[src/rtl/ah_ddr2pl_reader_pkg.sv]
// Shared types and AXI constants for the DDR -> PL read-back path.
package ah_ddr2pl_reader_pkg;

   typedef enum logic [1:0] {
      ST_IDLE  = 2'd0,
      ST_ADDR  = 2'd1,
      ST_RDATA = 2'd2,
      ST_DRAIN = 2'd3
   } state_t;

   localparam logic [1:0] AXI_BURST_INCR = 2'b01;
   localparam logic [1:0] AXI_RESP_OKAY  = 2'b00;

   // AXI size code for a given bus width in bits
   function automatic logic [2:0] axi_size(input int data_width);
      return 3'($clog2(data_width / 8));
   endfunction

endpackage

[src/rtl/ah_ddr2pl_reader_fifo.sv]
// Synchronous FIFO with fill count; head word is presented combinationally.
module ah_ddr2pl_reader_fifo #(
   parameter int DATA_WIDTH = 32,
   parameter int FIFO_DEPTH = 32
) (
   input  logic                        clk,
   input  logic                        resetn,
   input  logic                        i_push,
   input  logic [DATA_WIDTH-1:0]       i_wdata,
   input  logic                        i_pop,
   output logic [DATA_WIDTH-1:0]       o_rdata,
   output logic                        o_empty,
   output logic [$clog2(FIFO_DEPTH):0] o_fill
);
   localparam int PTR_W = $clog2(FIFO_DEPTH);
   localparam logic [PTR_W:0] FULL_CNT = (PTR_W+1)'(FIFO_DEPTH);

   logic [DATA_WIDTH-1:0] r_mem [FIFO_DEPTH];
   logic [PTR_W-1:0]      r_wr_ptr;
   logic [PTR_W-1:0]      r_rd_ptr;
   logic [PTR_W:0]        r_fill;
   logic                  w_do_pop;
   logic                  w_do_push;

   // Pop needs data; push at full is legal only when a pop frees the slot in the same cycle
   assign w_do_pop  = i_pop && (r_fill != '0);
   assign w_do_push = i_push && ((r_fill != FULL_CNT) || w_do_pop);

   // Storage array, no reset needed on data
   always_ff @(posedge clk) begin
      if (w_do_push) begin
         r_mem[r_wr_ptr] <= i_wdata;
      end
   end

   // Pointers and occupancy
   always_ff @(posedge clk or negedge resetn) begin
      if (!resetn) begin
         r_wr_ptr <= '0;
         r_rd_ptr <= '0;
         r_fill   <= '0;
      end else begin
         if (w_do_push) begin
            r_wr_ptr <= r_wr_ptr + 1'b1;
         end
         if (w_do_pop) begin
            r_rd_ptr <= r_rd_ptr + 1'b1;
         end
         case ({w_do_push, w_do_pop})
            2'b10:   r_fill <= r_fill + 1'b1;
            2'b01:   r_fill <= r_fill - 1'b1;
            default: r_fill <= r_fill;
         endcase
      end
   end

   assign o_rdata = r_mem[r_rd_ptr];
   assign o_empty = (r_fill == '0);
   assign o_fill  = r_fill;

endmodule

[src/rtl/ah_ddr2pl_reader.sv]
// AXI4 read master that replays a DDR region into PL logic through a credit-checked FIFO.
module ah_ddr2pl_reader
   import ah_ddr2pl_reader_pkg::*;
#(
   parameter int DATA_WIDTH = 32,
   parameter int ADDR_WIDTH = 32,
   parameter int BURST_LEN  = 16,
   parameter int FIFO_DEPTH = 32
) (
   input  logic                  clk,
   input  logic                  resetn,
   input  logic                  start,
   input  logic [ADDR_WIDTH-1:0] base_addr,
   input  logic [31:0]           word_count,
   output logic                  busy,
   output logic                  done,
   output logic                  error,
   output logic [ADDR_WIDTH-1:0] m_axi_araddr,
   output logic [7:0]            m_axi_arlen,
   output logic [2:0]            m_axi_arsize,
   output logic [1:0]            m_axi_arburst,
   output logic                  m_axi_arvalid,
   input  logic                  m_axi_arready,
   input  logic [DATA_WIDTH-1:0] m_axi_rdata,
   input  logic [1:0]            m_axi_rresp,
   input  logic                  m_axi_rlast,
   input  logic                  m_axi_rvalid,
   output logic                  m_axi_rready,
   output logic [DATA_WIDTH-1:0] data_out,
   output logic                  data_valid,
   input  logic                  data_ready
);
   localparam int BYTES  = DATA_WIDTH / 8;
   localparam int FILL_W = $clog2(FIFO_DEPTH) + 1;
   localparam int CRD_W  = FILL_W + 1;
   localparam int BEAT_W = 9;

   state_t                r_state;
   state_t                w_next;
   logic [ADDR_WIDTH-1:0] r_araddr;
   logic [7:0]            r_arlen;
   logic                  r_arvalid;
   logic [31:0]           r_remaining;
   logic [BEAT_W-1:0]     r_beats_left;
   logic [CRD_W-1:0]      r_reserved;
   logic                  r_error;

   logic [FILL_W-1:0]     w_fill;
   logic                  w_empty;
   logic                  w_pop;
   logic                  w_start_ok;
   logic                  w_r_hs;
   logic                  w_last_beat;
   logic                  w_space_ok;
   logic [BEAT_W-1:0]     w_beats;
   logic [CRD_W-1:0]      w_free;

   assign w_start_ok  = start && (r_state == ST_IDLE);
   assign w_r_hs      = (r_state == ST_RDATA) && m_axi_rvalid;
   assign w_last_beat = (r_beats_left == BEAT_W'(1));
   assign w_pop       = data_valid && data_ready;

   // Next burst size and free space once outstanding credits are subtracted
   assign w_beats    = (r_remaining >= 32'(BURST_LEN)) ? BEAT_W'(BURST_LEN) : r_remaining[BEAT_W-1:0];
   assign w_free     = CRD_W'(FIFO_DEPTH) - CRD_W'(w_fill) - r_reserved;
   assign w_space_ok = (w_free >= CRD_W'(w_beats));

   ah_ddr2pl_reader_fifo #(
      .DATA_WIDTH (DATA_WIDTH),
      .FIFO_DEPTH (FIFO_DEPTH)
   ) u_fifo (
      .clk     (clk),
      .resetn  (resetn),
      .i_push  (w_r_hs),
      .i_wdata (m_axi_rdata),
      .i_pop   (w_pop),
      .o_rdata (data_out),
      .o_empty (w_empty),
      .o_fill  (w_fill)
   );

   // FSM state register
   always_ff @(posedge clk or negedge resetn) begin
      if (!resetn) begin
         r_state <= ST_IDLE;
      end else begin
         r_state <= w_next;
      end
   end

   // FSM next state; burst end is decided by the beat counter, not rlast
   always_comb begin
      w_next = r_state;
      unique case (r_state)
         ST_IDLE: begin
            if (start) begin
               w_next = (word_count == 32'd0) ? ST_DRAIN : ST_ADDR;
            end
         end
         ST_ADDR: begin
            if (r_arvalid && m_axi_arready) begin
               w_next = ST_RDATA;
            end
         end
         ST_RDATA: begin
            if (w_r_hs && w_last_beat) begin
               w_next = (r_remaining != 32'd0) ? ST_ADDR : ST_DRAIN;
            end
         end
         ST_DRAIN: begin
            if (w_empty) begin
               w_next = ST_IDLE;
            end
         end
         default: w_next = ST_IDLE;
      endcase
   end

   // FSM outputs decoded from state; rready never stalls because space is reserved up front
   always_comb begin
      busy         = (r_state != ST_IDLE);
      done         = (r_state == ST_DRAIN) && w_empty;
      m_axi_rready = (r_state == ST_RDATA);
   end

   // Burst address, remaining words, beat counter and FIFO credit reservation
   always_ff @(posedge clk or negedge resetn) begin
      if (!resetn) begin
         r_araddr     <= '0;
         r_arlen      <= '0;
         r_arvalid    <= 1'b0;
         r_remaining  <= '0;
         r_beats_left <= '0;
         r_reserved   <= '0;
      end else begin
         if (w_start_ok) begin
            r_araddr    <= base_addr;
            r_remaining <= word_count;
            r_reserved  <= '0;
         end else if (r_state == ST_ADDR) begin
            if (!r_arvalid) begin
               if (w_space_ok) begin
                  r_arvalid    <= 1'b1;
                  r_arlen      <= 8'(w_beats - 1'b1);
                  r_beats_left <= w_beats;
                  r_reserved   <= CRD_W'(w_beats);
               end
            end else if (m_axi_arready) begin
               r_arvalid   <= 1'b0;
               r_araddr    <= r_araddr + (ADDR_WIDTH'(r_beats_left) * ADDR_WIDTH'(BYTES));
               r_remaining <= r_remaining - 32'(r_beats_left);
            end
         end else if (w_r_hs) begin
            r_beats_left <= r_beats_left - 1'b1;
            r_reserved   <= r_reserved - 1'b1;
         end
      end
   end

   // Sticky error: bad response or rlast disagreeing with the beat count
   always_ff @(posedge clk or negedge resetn) begin
      if (!resetn) begin
         r_error <= 1'b0;
      end else if (w_start_ok) begin
         r_error <= 1'b0;
      end else if (w_r_hs) begin
         if ((m_axi_rresp != AXI_RESP_OKAY) || (m_axi_rlast != w_last_beat)) begin
            r_error <= 1'b1;
         end
      end
   end

   assign error         = r_error;
   assign data_valid    = !w_empty;
   assign m_axi_araddr  = r_araddr;
   assign m_axi_arlen   = r_arlen;
   assign m_axi_arvalid = r_arvalid;
   assign m_axi_arsize  = axi_size(DATA_WIDTH);
   assign m_axi_arburst = AXI_BURST_INCR;

endmodule

[config.mk]
export PLATFORM = sky130hd
export DESIGN_NAME = ah_ddr2pl_reader
export DESIGN_NICKNAME = d
export VERILOG_FILES = /design/src/rtl/ah_ddr2pl_reader_pkg.sv /design/src/rtl/ah_ddr2pl_reader_fifo.sv /design/src/rtl/ah_ddr2pl_reader.sv
export SDC_FILE = /design/constraint.sdc
export NUM_CORES = 1
export LEC_CHECK = 0
export BUFFER_PORTS_ARGS = -buffer_cell sky130_fd_sc_hd__buf_2
export CAP_MARGIN = 20
export CELL_PAD_IN_SITES_DETAIL_PLACEMENT = 1
export CELL_PAD_IN_SITES_GLOBAL_PLACEMENT = 1
export CORE_ASPECT_RATIO = 1.75
export CORE_MARGIN = 2
export CORE_UTILIZATION = 50
export CTS_BUF_LIST = sky130_fd_sc_hd__clkbuf_2 sky130_fd_sc_hd__clkbuf_4 sky130_fd_sc_hd__clkbuf_8
export CTS_CLUSTER_DIAMETER = 120
export DETAILED_ROUTE_END_ITERATION = 12
export GPL_TIMING_DRIVEN = 0
export PLACE_DENSITY_LB_ADDON = 0.1
export SYNTH_ARGS = -nofsm -noshare
export SYNTH_HDL_FRONTEND = slang
export SYNTH_SLANG_ARGS = --single-unit
[constraint.sdc]
create_clock -name clk -period 4.52 [get_ports clk]
set_input_delay 0.452 -clock clk [delete_from_list [all_inputs] [get_ports clk]]
set_output_delay 0.452 -clock clk [all_outputs]
set_load 0.005 [all_outputs]
* Word-level counts from Yosys, hierarchy flattened
Memory sizes are Yosys's and may differ from the RTL's.
Index checks and enable logic that the tools add are counted.
** Storage, ports and cells
- Memory bits (writable) :: 1024
- Memories :: 1
- Word-level logic and storage cells :: 110
- Bits of input ports :: 105
- Bits in registers :: 108
- Output and inout port bits :: 83
** Memories
- u_fifo.r_mem :: words 32, bits a word 32, read ports 1, clocked after Yosys merged registers in 0, wr ports 1, RTL line ah_ddr2pl_reader_fifo.sv:18 : logic [DATA_WIDTH-1:0] r_mem [FIFO_DEPTH];
** Cells by class
- Bitwise operators :: 2
- Equality and inequality tests :: 16
- Add/subtract/negate cells :: 11
- Reduce and logical (&&, ||, !) cells :: 33
- $lt $le $gt $ge :: 2
- Mux-type cells :: 34
** Operators with widths (number)
- 2-to-1 mux 32 bit :: 8
- 2-to-1 mux 9 bit :: 5
- 2-to-1 mux 7 bit :: 5
- adder 32 x 11 -> 32 bit :: 1
- >= comparator 32 x 5 -> 1 bit (second input constant) :: 1
- logical NOT 32 bit :: 1
- nonzero test 32 bit :: 1
- subtractor 32 x 9 -> 32 bit :: 1
- nonzero test 2 bit :: 9
- 2-to-1 mux 2 bit :: 6
- one-hot mux 6 bit (2 select lines) :: 1
- AND reduction 4 bit :: 3
- adder 5 x 1 -> 5 bit (second input constant) :: 2
- != test 2 bit (second input constant) :: 5
- equality test 9 x 1 -> 1 bit (second input constant) :: 1
- subtractor 9 x 1 -> 9 bit (second input constant) :: 1
- logical AND 1 bit :: 8
- 2-to-1 mux 1 bit :: 8
- one-hot mux 2 bit (4 select lines) :: 1
- subtractor 8 x 1 -> 8 bit (second input constant) :: 1
- >= comparator 7 bit :: 1
- subtractor 6 x 6 -> 7 bit (first input constant) :: 1
- subtractor 7 x 1 -> 7 bit (second input constant) :: 1
- subtractor 7 bit :: 1
- 17 further kinds :: 25

* Depth between registers and ports, before layout
Gate-level depths: netlist of run 1.
- Depth in word-level cells :: 8
- Gate-level depth with buffers :: 17
- Gate-level depth less buffers :: 16

* Hierarchy
Synthesis of run 1 repeated with hierarchy kept, for this count alone.
** Unflattened totals
- Cell total of the unflattened synthesis :: 2616
- Area total of the unflattened synthesis :: 46579.7 um2
** Modules (own cells, without submodules)
- ah_ddr2pl_reader_fifo :: cells each 1866, seq. area each 31149.9 um2, times used 1, area an instance 40062.2 um2
- ah_ddr2pl_reader :: cells each 750, seq. area each 2302.2 um2, times used 1, area an instance 6517.5 um2

* Worst setup path before layout of run 1
Ideal clock, no wire load.
- Path kind :: register to register
- Start :: register u_fifo.r_fill[1], in the netlist u_fifo.o_fill[1]
- End :: register r_beats_left[3]
- Period minus slack after synthesis :: 3.606 ns
- Data arrival time :: 3.468 ns
- Path buffers :: 0
- Stages on the path, launching flop included :: 16
- Library setup time :: 0.138 ns
- Data required time :: 4.382 ns
- Setup slack :: 0.914 ns
- Cell sequence :: dfrtp_1 -> ha_1 -> inv_1 -> ha_1 -> fa_1 -> a21o_1 -> a21oi_1 -> xnor2_1 -> ha_1 -> nand3_1 -> or2_2 -> o211a_1 -> a2111oi_4 -> nor2_1 -> o21ai_0 -> o21ai_0
** On the way
- Cells in the longest elaborated chain, start to end :: 5
** Ends and longest elaborated chain
- start, declared :: RTL line ah_ddr2pl_reader_fifo.sv:21 : logic [PTR_W:0] r_fill;
- start signal, assigned :: RTL line ah_ddr2pl_reader_fifo.sv:50 : 2'b10: r_fill <= r_fill + 1'b1;
- start signal, assigned :: RTL line ah_ddr2pl_reader_fifo.sv:51 : 2'b01: r_fill <= r_fill - 1'b1;
- start signal, assigned :: RTL line ah_ddr2pl_reader_fifo.sv:52 : default: r_fill <= r_fill;
- subtractor 6 x 6 -> 7 bit :: RTL line ah_ddr2pl_reader.sv:65 : assign w_free = CRD_W'(FIFO_DEPTH) - CRD_W'(w_fill) - r_reserved;
- subtractor 7 bit :: RTL line ah_ddr2pl_reader.sv:65
- >= comparator 7 bit :: RTL line ah_ddr2pl_reader.sv:66 : assign w_space_ok = (w_free >= CRD_W'(w_beats));
- != test 2 bit (no source line)
- AND reduction 4 bit (no source line)
- end signal, assigned :: RTL line ah_ddr2pl_reader.sv:145 : r_beats_left <= w_beats;
- end signal, assigned :: RTL line ah_ddr2pl_reader.sv:154 : r_beats_left <= r_beats_left - 1'b1;
- end, declared :: RTL line ah_ddr2pl_reader.sv:44 : logic [BEAT_W-1:0] r_beats_left;
Every way passes these cells.
A chain may end at the register's enable or synchronous reset.

* Worst setup path after layout of run 1
- Start :: register u_fifo.r_rd_ptr[0]
- End :: output port data_out[15]
** On the way
- Cells in the longest elaborated chain, start to end :: 1
** Ends and longest elaborated chain
- start, declared :: RTL line ah_ddr2pl_reader_fifo.sv:20 : logic [PTR_W-1:0] r_rd_ptr;
- start signal, assigned :: RTL line ah_ddr2pl_reader_fifo.sv:47 : r_rd_ptr <= r_rd_ptr + 1'b1;
- memory read (32 x 32 bit)
- end, declared :: RTL line ah_ddr2pl_reader.sv:29 : output logic [DATA_WIDTH-1:0] data_out,
Every way passes these cells.

==> reports/qor.yml, run 1 <==
synthesis:
  ys_seq_area_share_pct: 72.6
  synth_adder_area_share_pct: 1.50
  fraction_of_synthesized_cell_area_taken_by_the_top_area_cell_type_pct: 66.8
  synthXorXnorAreaFrac_pct: 0.551
  synth_compound_gate_area_share_pct: 3.67
  synth_area_leaders: "sky130_fd_sc_hd__edfxtp_1, sky130_fd_sc_hd__mux4_2, sky130_fd_sc_hd__dfrtp_1"
  post_synth_and_or_nand_nor_area_fraction_pct: 3.56
  synth_top_family_by_area: "multiplexers"
  yosys_most_used_dff: "sky130_fd_sc_hd__edfxtp_1"
  synth.lib_cells_used.distinct: 74
  yosys_warnings: 0
  synth_top_area_cell: "sky130_fd_sc_hd__edfxtp_1"
  synthMuxAreaShare_pct: 16.5
  synthesis.instances: 2323
  synth_enable_flop_cells: 1024
  share_of_async_settable_or_async_resettable_flops_after_synthesis_pct: 9.54
  post_synthesis_instance_area_um2: 46100
  synth.avg_cell_area_um2: 19.8
  total_of_flip_flops_plus_latches_after_synthesis: 1132
sta:
  min_period_over_period_pct: 96.7
  final_max_slew_viol_count: 0
  final.setup.worst_slack_ns: 0.148
  layout_min_cycle_time_ns: 4.37
  finalSetupViolCount: 0
  rsz0062_at_grt: "no"
  timing.clock.skew_ns: 0.0318
  worst_pin_slew_ns: 1.08
  report.final.hold_viol_count: 0
  max_freq_ghz: 0.229
  hold_slack_ns: 0.0935
  max_slew_margin_pct: 27.9
setup_path:
  crit_start: "u_fifo.r_rd_ptr[0]$_DFFE_PN0P_"
  critPathKind: "flop to primary output"
  rr_startpoint: "r_remaining[6]$_DFFE_PN0P_"
  critPathCaptureType: "primary output"
  crit_fanout: 10
  timing.critical_path.arrival_ns: 3.92
  rr_worst_depth: 14
  type_of_origin_of_the_critical_path: "flop"
  cp_data_required_time_ns: 4.07
outcome:
  status: "finished clean"
global_routing:
  globalRouteMet1Util_pct: 32.2
  globalRouteMet2Util_pct: 53.0
  globalRoute.totalOverflow: 0
  grt_start_max_net_pins: 87
  global_route.usage.total_pct: 28.9
  grt_antenna_before_repair: 4
  global_routing_s_busiest_layer: "met2"
  gr-usage-met3_pct: 5.16
  grt_pass1_wl_um: 192000
  via_count_of_the_first_global_routing_pass: 28200
layout:
  post-route-util_pct: 58.6
  final_cell_mix: "sky130_fd_sc_hd__edfxtp_1, sky130_fd_sc_hd__mux4_2, sky130_fd_sc_hd__buf_2"
  finalNetCount: 2950
  ratio_of_cells_with_drive_above_1_in_the_final_layout_pct: 32.4
  layout_commonest_cell: "sky130_fd_sc_hd__edfxtp_1"
  finalInstanceArea_um2: 53700
  layout-area-overhead-vs-synth_pct: 16.5
cts:
  cts_max_level: 4
  tritoncts.num_buffers: 161
  cts_tree: "done"
  clkLatencyLatePin_ns: 0.87
  cts_root_buf: "sky130_fd_sc_hd__clkbuf_8"
  cts.sink_count: 1132
  cts_max_path_buffers: 3
  clkSlewWorstSetupHoldPaths_ns: 0.07
detailed_routing:
  route.vias.total: 25500
  drt_wl_total_um: 132000
  drtPass1Iterations: 5
  wl_per_cell_um: 32.1
  detail_route.vias_per_cell: 6.20
  drt-initial-drc-count: 2229
  drc: 0
  detail-route-antenna-nets: 0
power:
  combinationalPowerShare_pct: 36.3
  seq_power_share_pct: 38.5
  cellInternalPower_w: 0.0216
  switching_power_w: 0.0110
  leakagePower_nw: 18.0
  pwr-share-clk_pct: 25.3
  powerDensity_nw_per_um2: 608
  power.ir.vdd_worst_mv: 0.343
  p_sw_share_pct: 33.7
placement:
  port-buffer-count: 182
  globalplace.congestion: 0.893
  placedInstanceArea_um2: 49600
  preCtsSetupSlack_ns: 0.128
  dp_hpwl_um: 89800
floorplan:
  std_cell_rows: 147
  chipWidth_um: 233
  design.die.area_um2: 94700
  placeableCoreArea_um2: 91600
  die_height_um: 406
  initial_utilization_pct: 50.3
  number_of_i_o_pins: 188
hold_path:
  worst_hold_path_type: "input pin to flop"
  timing.hold.worst.start: "m_axi_rdata[26]"
  min_path_cells: 1
run:
  cap_viol_max_count: 0
[cell usage after synthesis (all sizes together) (4+ instances only)]
master  instances
a221o          15
buf            37
o21a            7
xor2            8
a31oi          16
o311ai         12
or4            10
nand2          96
nand3          27
nand4          14
nor2b           7
xnor2          21
mux4          320
inv            51
nor4           23
a21oi          40
edfxtp       1024
dfrtp         108
and2            6
and3            5
o211ai         18
a22oi          15
fa              4
a221oi          4
or3            12
o21ai          63
nor3           24
ha             49
mux2           34
nor2           91
a211oi          6
a21o           12
nand2b          8
clkbuf         82
a211o           5
[power groups by stage]
stage / registers, W / clock network [W] / logic [W]
after floorplan: 0.0126 / 0 / 0.00753
after global placement: 0.0127 / 0 / 0.0112
after detailed placement: 0.0128 / 0 / 0.0118
after CTS: 0.0125 / 0.00840 / 0.0119
after global routing: 0.0126 / 0.00882 / 0.0127
final: 0.0126 / 0.00825 / 0.0118
[per-layer routing]
metal	wire length (um)	part of all wire, %	up-vias
met2	73000	55	979
met4	6430	4.9	4
met5	20	0.015	-
met3	6590	5.0	343
li1	-	-	10600
met1	46100	35	13600
[state kept, by name, indices dropped and copies added, names as in the netlist]
| register | count |
|---|---|
| u_fifo.r_mem | 1024 |
| m_axi_araddr | 32 |
| r_remaining | 32 |
| r_beats_left | 9 |
| m_axi_arlen | 8 |
| r_reserved | 7 |
| u_fifo.o_fill | 6 |
| u_fifo.r_rd_ptr | 5 |
| u_fifo.r_wr_ptr | 5 |
| r_state | 2 |
| error | 1 |
| m_axi_arvalid | 1 |
[final timing paths]
kind                            slack [ns]                             to
worst max-delay path                  0.15                   data_out[15]
worst min-delay path                  0.09  u_fifo.r_mem[5][26]$_DFFE_PP_
worst max register to register        0.29    r_beats_left[3]$_DFFE_PN0P_
worst min register to register        0.49    m_axi_araddr[1]$_DFFE_PN0P_
max in group asynchronous             3.85   m_axi_araddr[29]$_DFFE_PN0P_
min in group asynchronous             0.13      r_reserved[0]$_DFFE_PN0P_
[through the flow]
| step | std cells | power, W | setup TNS (ns) |
|---|---|---|---|
| after detailed placement | 3743 | 0.0245 | 0 |
| after floorplan | 2328 | 0.0201 | 0 |
| final | 4114 | 0.0327 | 0 |
| after CTS | 4105 | 0.0329 | 0 |
| after global placement | 3702 | 0.0240 | -1663.58 |
| after global routing | 4114 | 0.0341 | 0 |
[critical path, stage by stage (launching register included)]
cell and delay [ns]:
sky130_fd_sc_hd__dfrtp_1 0.36, sky130_fd_sc_hd__clkbuf_2 0.28, sky130_fd_sc_hd__clkbuf_2 0.38, sky130_fd_sc_hd__buf_2 0.51, sky130_fd_sc_hd__mux4_2 0.56, sky130_fd_sc_hd__mux4_2 0.51
sky130_fd_sc_hd__mux2_2 0.32, sky130_fd_sc_hd__buf_2 0.14
[final cells by class]
type	count	area, um^2
clock buffer	206	2590
multi-input combinational	1025	12200
timing repair buffer	301	2540
tap	1192	1490
antenna	2	5.00
buffer	119	591
fill	8054	37900
sequential	1132	33500
inverter	52	200
clock inverter	85	648
[cell families (layout without fill, tap and decap cells)]
family	after synthesis	after routing
other cells	2	9
xor+xnor	29	29
simple gates	333	333
mux	357	357
compound gates	246	246
flops	1132	1132
buf+inv	171	763
fa+ha+maj	53	53
[what timing repair did]
item / in CTS / in global routing
endpoints found under the hold margin: 177 / 0
endpoints found under the setup margin: 32 / 13
hold buffers: 71 / 0
resized for setup: 44 / 2
pin swaps: 0 / 1
setup buffers: 0 / 3
(Power assumes the default switching activity.)
==> inputs of run 2 (changes only) <==
--- a/config.mk
+++ b/config.mk
@@ -17,6 +17,8 @@
 export DETAILED_ROUTE_END_ITERATION = 12
 export GPL_TIMING_DRIVEN = 0
 export PLACE_DENSITY_LB_ADDON = 0.1
+export RECOVER_POWER = 50
 export SYNTH_ARGS = -nofsm -noshare
 export SYNTH_HDL_FRONTEND = slang
 export SYNTH_SLANG_ARGS = --single-unit
+export TNS_END_PERCENT = 10
==> reports/qor.yml, run 2 (same netlist as run 1, synthesis figures left out) <==
outcome:
  status: "finished, violations left"
  failing_checks: "capacitance limit, slew limit"
placement:
  port-buffer-count: 182  # unchanged
  placed_cells_incl_taps: 3743  # unchanged
  dp_hpwl_um: 89800  # unchanged
  globalplace.congestion: 0.893  # unchanged
power:
  leakagePower_nw: 17.8  # -1.1%
  pwr-share-clk_pct: 25.3  # about the same
  total_power_w: 0.0326  # about the same
  cellInternalPower_w: 0.0216  # -0.14%
  switching_power_w: 0.0110  # about the same
  powerDensity_nw_per_um2: 609  # +0.14%
  p_sw_share_pct: 33.8  # about the same
  combinationalPowerShare_pct: 36.2  # about the same
  power.ir.vdd_worst_mv: 0.343  # about the same
  seq_power_share_pct: 38.5  # about the same
cts:
  clkLatencyLatePin_ns: 0.86  # about the same
  cts_max_level: 4  # unchanged
  cts_tree: "done"
  cts_max_path_buffers: 3  # unchanged
  cts.sink_count: 1132  # unchanged
  clkSlewWorstSetupHoldPaths_ns: 0.07  # about the same
  tritoncts.num_buffers: 161  # unchanged
  cts_root_buf: "sky130_fd_sc_hd__clkbuf_8"
layout:
  finalNetCount: 2950  # unchanged
  total_area_of_multi_input_combinational_cells_um2: 12200  # unchanged
  filler_cells: 8066  # +0.15%
  largest_reg_flops: 1024  # unchanged
  final_cell_mix: "sky130_fd_sc_hd__edfxtp_1, sky130_fd_sc_hd__mux4_2, sky130_fd_sc_hd__clkbuf_8"
  regMostFlops: "u_fifo.r_mem"
  ratio_of_cells_with_drive_above_1_in_the_final_layout_pct: 30.3  # -2.1 points
  seqCellArea_um2: 33500  # unchanged
  layout_commonest_cell: "sky130_fd_sc_hd__edfxtp_1"
  layout.cells.non_filler: 4114  # unchanged
  layout-area-overhead-vs-synth_pct: 16.3
setup_path:
  critPathCaptureType: "primary output"
  cp_data_required_time_ns: 4.07  # about the same
  type_of_origin_of_the_critical_path: "flop"
  timing.critical_path.arrival_ns: 3.91  # about the same
  crit_fanout: 10  # unchanged
  critPathKind: "flop to primary output"
detailed_routing:
  drt_wl_total_um: 132000  # about the same
  drtPass1Iterations: 5  # unchanged
  detail_route.vias_per_cell: 6.20  # about the same
  drc: 0  # unchanged
  drt-initial-drc-count: 2136  # -4.2%
  wl_per_cell_um: 32.1  # about the same
  route.vias.total: 25500  # -0.063%
  detail-route-antenna-nets: 0  # unchanged
global_routing:
  via_count_of_the_first_global_routing_pass: 28200  # unchanged
  global_route.usage.total_pct: 28.9  # unchanged
  grt_pass1_wl_um: 192000  # unchanged
  gr-usage-met3_pct: 5.16  # unchanged
  global_routing_s_busiest_layer: "met2"
  grt_antenna_before_repair: 3  # -1
  globalRouteMet1Util_pct: 32.2  # unchanged
  globalRoute.totalOverflow: 0  # unchanged
  grt_start_max_net_pins: 87  # unchanged
  globalRouteMet2Util_pct: 53.0  # unchanged
floorplan:
  number_of_i_o_pins: 188  # unchanged
  initial_utilization_pct: 50.3  # unchanged
  std_cell_rows: 147  # unchanged
  chipWidth_um: 233  # unchanged
  design.die.area_um2: 94700  # unchanged
  placeableCoreArea_um2: 91600  # unchanged
  die_height_um: 406  # unchanged
sta:
  min_period_over_period_pct: 96.4  # -0.31 points
  hold_slack_ns: 0.194  # +0.100 ns
  rsz0062_at_grt: "yes"
  final_max_slew_viol_count: 87  # +87
  report.final.hold_viol_count: 0  # unchanged
  timing.clock.skew_ns: 0.0295  # -0.00224 ns
  max_slew_margin_pct: -65.3  # -93 points
  layout_min_cycle_time_ns: 4.36  # -0.0139 ns
  worst_pin_slew_ns: 2.48  # +1.40 ns
  finalSetupViolCount: 0  # unchanged
  max_freq_ghz: 0.229  # +0.32%
  fin_setup_tns_ns: 0  # unchanged
hold_path:
  worst_hold_path_type: "input pin to flop"
run:
  cap_viol_max_count: 1  # +1
==> run 2: cell count changes in the layout (fill, tap and decap cells not counted), sizes merged <==
cell / previous run / this run
buf: 265 / 206
clkbuf: 290 / 349
==> run 2: per-stage QoR <==
stage	cell area, um^2	worst slack, ns	util, %
final	53600	0.162	58.5
after global routing	53600	-0.00429	58.5
after CTS	53600	0.0193	58.5
after detailed placement	49600	0.128	54.1
after global placement	48500	-1.94	52.9
after floorplan	46100	0.914	-
==> run 2: area by class of cell <==
type	instances	area share, %
antenna	2	0.00934
buffer	119	1.10
clock buffer	206	4.84
clock inverter	85	1.21
inverter	52	0.374
multi-input combinational	1025	22.7
sequential	1132	62.5
tap	1192	2.78
timing repair buffer	301	4.51
==> run 2: power by group through the flow <==
stage / Combinational (W) / Clock [W] / Sequential [W]
floorplan: 0.00753 / 0 / 0.0126
global placement: 0.0112 / 0 / 0.0127
detailed placement: 0.0118 / 0 / 0.0128
CTS: 0.0119 / 0.00840 / 0.0125
global route: 0.0126 / 0.00882 / 0.0126
finish: 0.0118 / 0.00826 / 0.0126
==> run 2: metal layers <==
layer	wire length (um)	part of all wire, %	vias up
met2	72900	55	1043
met3	7120	5.4	338
met4	6490	4.9	2
li1	-	-	10600
met5	8	0.0061	-
met1	45600	35	13600
==> run 2: critical path: stages (launching register included) <==
cell	delay [ns]
sky130_fd_sc_hd__dfrtp_1	0.36
sky130_fd_sc_hd__clkbuf_2	0.28
sky130_fd_sc_hd__clkbuf_2	0.38
sky130_fd_sc_hd__buf_2	0.49
sky130_fd_sc_hd__mux4_2	0.59
sky130_fd_sc_hd__mux4_2	0.52
sky130_fd_sc_hd__mux2_2	0.31
sky130_fd_sc_hd__buf_2	0.13
==> run 2: path summary, 6_finish.rpt <==
path | from | end | slack (ns) | cells after the start
max | u_fifo.r_rd_ptr[0]$_DFFE_PN0P_ | data_out[28] | 0.16 | 7
min | start | r_state[1]$_DFFE_PN0P_ | 0.19 | 5
max reg2reg | r_remaining[6]$_DFFE_PN0P_ | m_axi_arlen[2]$_DFFE_PN0P_ | 0.33 | 14
min reg2reg | m_axi_araddr[1]$_DFFE_PN0P_ | m_axi_araddr[1]$_DFFE_PN0P_ | 0.49 | 2
max in group asynchronous | resetn | m_axi_araddr[29]$_DFFE_PN0P_ | 1.94 | 3
min in group asynchronous | resetn | r_reserved[0]$_DFFE_PN0P_ | 0.65 | 3
==> run 2: what timing repair did <==
action,CTS,global route
pin swaps,0,1
setup endpoints to repair,32,13
hold buffers,71,0
buffers inserted,0,3
resized for setup,44,1
hold endpoints to repair,177,0
==> inputs of run 3 (changes only) <==
--- a/config.mk
+++ b/config.mk
@@ -5,6 +5,7 @@
 export SDC_FILE = /design/constraint.sdc
 export NUM_CORES = 1
 export LEC_CHECK = 0
+export ABC_AREA = 1
 export BUFFER_PORTS_ARGS = -buffer_cell sky130_fd_sc_hd__buf_2
 export CAP_MARGIN = 20
 export CELL_PAD_IN_SITES_DETAIL_PLACEMENT = 1
==> reports/qor.yml, run 3 <==
synthesis:
  synth.lib_cells_used.distinct: 48  # -35%
  share_of_async_settable_or_async_resettable_flops_after_synthesis_pct: 9.54  # unchanged
  total_of_flip_flops_plus_latches_after_synthesis: 1132  # unchanged
  synth_top_area_cell: "sky130_fd_sc_hd__edfxtp_1"
  commonest_cells_in_the_synthesized_netlist: "sky130_fd_sc_hd__edfxtp_1, sky130_fd_sc_hd__nor2_1, sky130_fd_sc_hd__o21ai_0"
  fraction_of_synthesized_cell_area_taken_by_the_top_area_cell_type_pct: 64.3  # -2.4 points
  yosys_most_used_dff: "sky130_fd_sc_hd__edfxtp_1"
  yosys_warnings: 0  # unchanged
  synth_enable_flop_cells: 1024  # unchanged
  synth.most_common_cell: "sky130_fd_sc_hd__edfxtp_1"
  post_synthesis_instance_area_um2: 47800  # +3.8%
  synth_area_leaders: "sky130_fd_sc_hd__edfxtp_1, sky130_fd_sc_hd__o21ai_0, sky130_fd_sc_hd__dfrtp_1"
  synthesis.instances: 4067  # +75%
  ys_seq_area_share_pct: 70.0  # -2.7 points
  synth.avg_cell_area_um2: 11.8  # -41%
sta:
  timing.clock.skew_ns: 0.0329  # +0.00335 ns
  max_slew_margin_pct: -64.8  # +0.49 points
  final_max_slew_viol_count: 1166  # +1200%
  fin_setup_tns_ns: -0.162  # -0.162 ns
  worst_pin_slew_ns: 2.47  # -0.00730 ns
  final.setup.worst_slack_ns: -0.0953  # -0.257 ns
  finalSetupViolCount: 3  # +3
  min_period_over_period_pct: 102  # +5.7 points
  max_freq_ghz: 0.217  # -5.6%
  report.final.hold_viol_count: 0  # unchanged
  rsz0062_at_grt: "yes"
  layout_min_cycle_time_ns: 4.62  # +0.257 ns
global_routing:
  grt_start_max_net_pins: 83  # -4.6%
  via_count_of_the_first_global_routing_pass: 39100  # +39%
  global_route.usage.total_pct: 37.9  # +9.0 points
  grt_pass1_wl_um: 261000  # +36%
  globalRoute.totalOverflow: 0  # unchanged
  grt_antenna_before_repair: 8  # +5
detailed_routing:
  drc: 0  # unchanged
  route.vias.total: 36900  # +45%
  drtPass1Iterations: 7  # +2
  detail-route-antenna-nets: 0  # unchanged
  drt_wl_total_um: 185000  # +40%
  wl_per_cell_um: 31.5  # -1.9%
  detail_route.vias_per_cell: 6.28  # +1.2%
  drt-initial-drc-count: 3437  # +61%
setup_path:
  rrSetupSlack_ns: 0.16  # -0.17 ns
  critPathCaptureType: "primary output"
  critPathKind: "flop to primary output"
  cp_data_required_time_ns: 4.07  # about the same
  timing.critical_path.arrival_ns: 4.16  # +0.25 ns
  type_of_origin_of_the_critical_path: "flop"
  crit_fanout: 10  # unchanged
cts:
  number_of_post_cts_setup_repair_buffers: 0  # unchanged
  cts_tree: "done"
  cts_max_level: 4  # unchanged
  cts_root_buf: "sky130_fd_sc_hd__clkbuf_8"
  clkLatencyLatePin_ns: 0.91  # +0.05 ns
  cts.sink_count: 1132  # unchanged
  clkSlewWorstSetupHoldPaths_ns: 0.06  # about the same
  tritoncts.num_buffers: 162  # +0.62%
  cts_max_path_buffers: 3  # unchanged
layout:
  layout_commonest_cell: "sky130_fd_sc_hd__edfxtp_1"
  total_area_of_multi_input_combinational_cells_um2: 12900  # +6.3%
  layout-area-overhead-vs-synth_pct: 15.4
  regMostFlops: "u_fifo.r_mem"
  final_cell_mix: "sky130_fd_sc_hd__edfxtp_1, sky130_fd_sc_hd__nor2_1, sky130_fd_sc_hd__o21ai_0"
  finalNetCount: 4684  # +59%
  finalInstanceArea_um2: 55200  # +3.1%
  largest_reg_flops: 1024  # unchanged
  filler_cells: 9944  # +23%
  ratio_of_cells_with_drive_above_1_in_the_final_layout_pct: 12.1  # -18 points
  seqCellArea_um2: 33500  # unchanged
  layout.cells.non_filler: 5875  # +43%
outcome:
  failing_checks: "capacitance limit, slew limit, setup timing"
  status: "finished, violations left"
hold_path:
  worst_hold_path_type: "input pin to flop"
run:
  cap_viol_max_count: 34  # +33
power:
  leakagePower_nw: 19.3  # +8.5%
  powerDensity_nw_per_um2: 678  # +11%
  power.ir.vdd_worst_mv: 0.463  # +35%
floorplan:
  design.die.area_um2: 98200  # +3.8%
  die_height_um: 413  # +1.9%
  number_of_i_o_pins: 188  # unchanged
  chipWidth_um: 238  # +1.9%
  initial_utilization_pct: 50.3  # about the same
  std_cell_rows: 150  # +2.0%
  placeableCoreArea_um2: 95200  # +3.9%
placement:
  placedInstanceArea_um2: 51200  # +3.4%
  port-buffer-count: 182  # unchanged
  globalplace.congestion: 0.892  # -0.20%
  dp_hpwl_um: 129000  # +44%
  placed_cells_incl_taps: 5506  # +47%
## run 3: cell types whose count changed after synthesis, sizes merged, moves of 34 or more
cell,previous run,this run
o22ai,2,170
clkbuf,82,181
nand3,27,172
nor2,91,644
mux4,320,0
nand2,96,467
nand4,14,56
mux2,34,0
inv,51,210
o21ai,63,614
o221ai,3,102
## run 3: path summary, 6_finish.rpt
kind / to / from / cells after the start
worst max-delay path: data_out[8] / u_fifo.r_rd_ptr[2]$_DFFE_PN0P_ / 9
min in group asynchronous: r_remaining[31]$_DFFE_PN0P_ / resetn / 3
worst min register to register: m_axi_arlen[5]$_DFFE_PN0P_ / m_axi_arlen[5]$_DFFE_PN0P_ / 2
worst max register to register: u_fifo.r_mem[31][16]$_DFFE_PP_ / r_state[1]$_DFFE_PN0P_ / 11
worst min-delay path: m_axi_araddr[4]$_DFFE_PN0P_ / m_axi_arready / 5
max in group asynchronous: m_axi_araddr[31]$_DFFE_PN0P_ / resetn / 3
## run 3: layout make-up
type,count,area share (%)
inverters,210,1.43
clock buffers,226,4.98
plain buffers,238,1.84
clock inverters,68,0.891
flip-flops and latches,1132,60.6
well taps,1216,2.76
diodes,3,0.0136
repair buffers,290,4.07
multi-input cells,2492,23.4
## run 3: stage by stage
stage / util (%) / hold slack [ns] / setup WS (ns) / total power (W)
after detailed placement: 53.8 / 0.362 / 0.324 / 0.0286
after CTS: 58.1 / 0.0287 / -0.0520 / 0.0371
after global routing: 58.0 / 0.109 / -0.0760 / 0.0389
final: 58.0 / 0.109 / -0.0953 / 0.0374
after global placement: 52.8 / 0.454 / -1.93 / 0.0281
after floorplan: - / 0.156 / 1.11 / 0.0212
## run 3: cell families after synthesis
kind of cell	count (synthesis)	share of synthesized area, %
fa+ha+maj	53	1.45
xor+xnor	44	0.806
flops	1132	70.0
compound gates	1002	12.1
simple gates	1386	12.0
buf+inv	448	3.67
other cells	2	0.0157
## run 3: worst max-delay path: stages, from the launching register on
cell,delay (ns)
sky130_fd_sc_hd__dfrtp_1,0.47
sky130_fd_sc_hd__inv_1,0.11
sky130_fd_sc_hd__clkbuf_1,0.65
sky130_fd_sc_hd__clkbuf_1,0.59
sky130_fd_sc_hd__o221ai_1,0.42
sky130_fd_sc_hd__nand3_1,0.28
sky130_fd_sc_hd__nand4_1,0.14
sky130_fd_sc_hd__o21ai_1,0.36
sky130_fd_sc_hd__inv_1,0.11
sky130_fd_sc_hd__buf_2,0.15
## run 3: power breakdown
part | switching (W) | internal (W)
sequential | 0.000598 | 0.0120
clock | 0.00411 | 0.00429
combinational | 0.0121 | 0.00429
total | 0.0169 | 0.0206
## run 3: layer usage
| layer | part of all wire (%) | GRT usage (%) |
|---|---|---|
| met1 | 31 | 36.9 |
| met2 | 52 | 68.4 |
| met3 | 6.8 | 7.31 |
| met4 | 9.5 | 32.5 |
| met5 | 0.021 | 0 |
## run 3: what timing repair did
| action | CTS | global route |
|---|---|---|
| gates resized for setup | 31 | 22 |
| endpoints found under the setup margin | 32 | 21 |
| endpoints found under the hold margin | 176 | 0 |
| pin swaps | 4 | 3 |
| hold buffers | 72 | 0 |
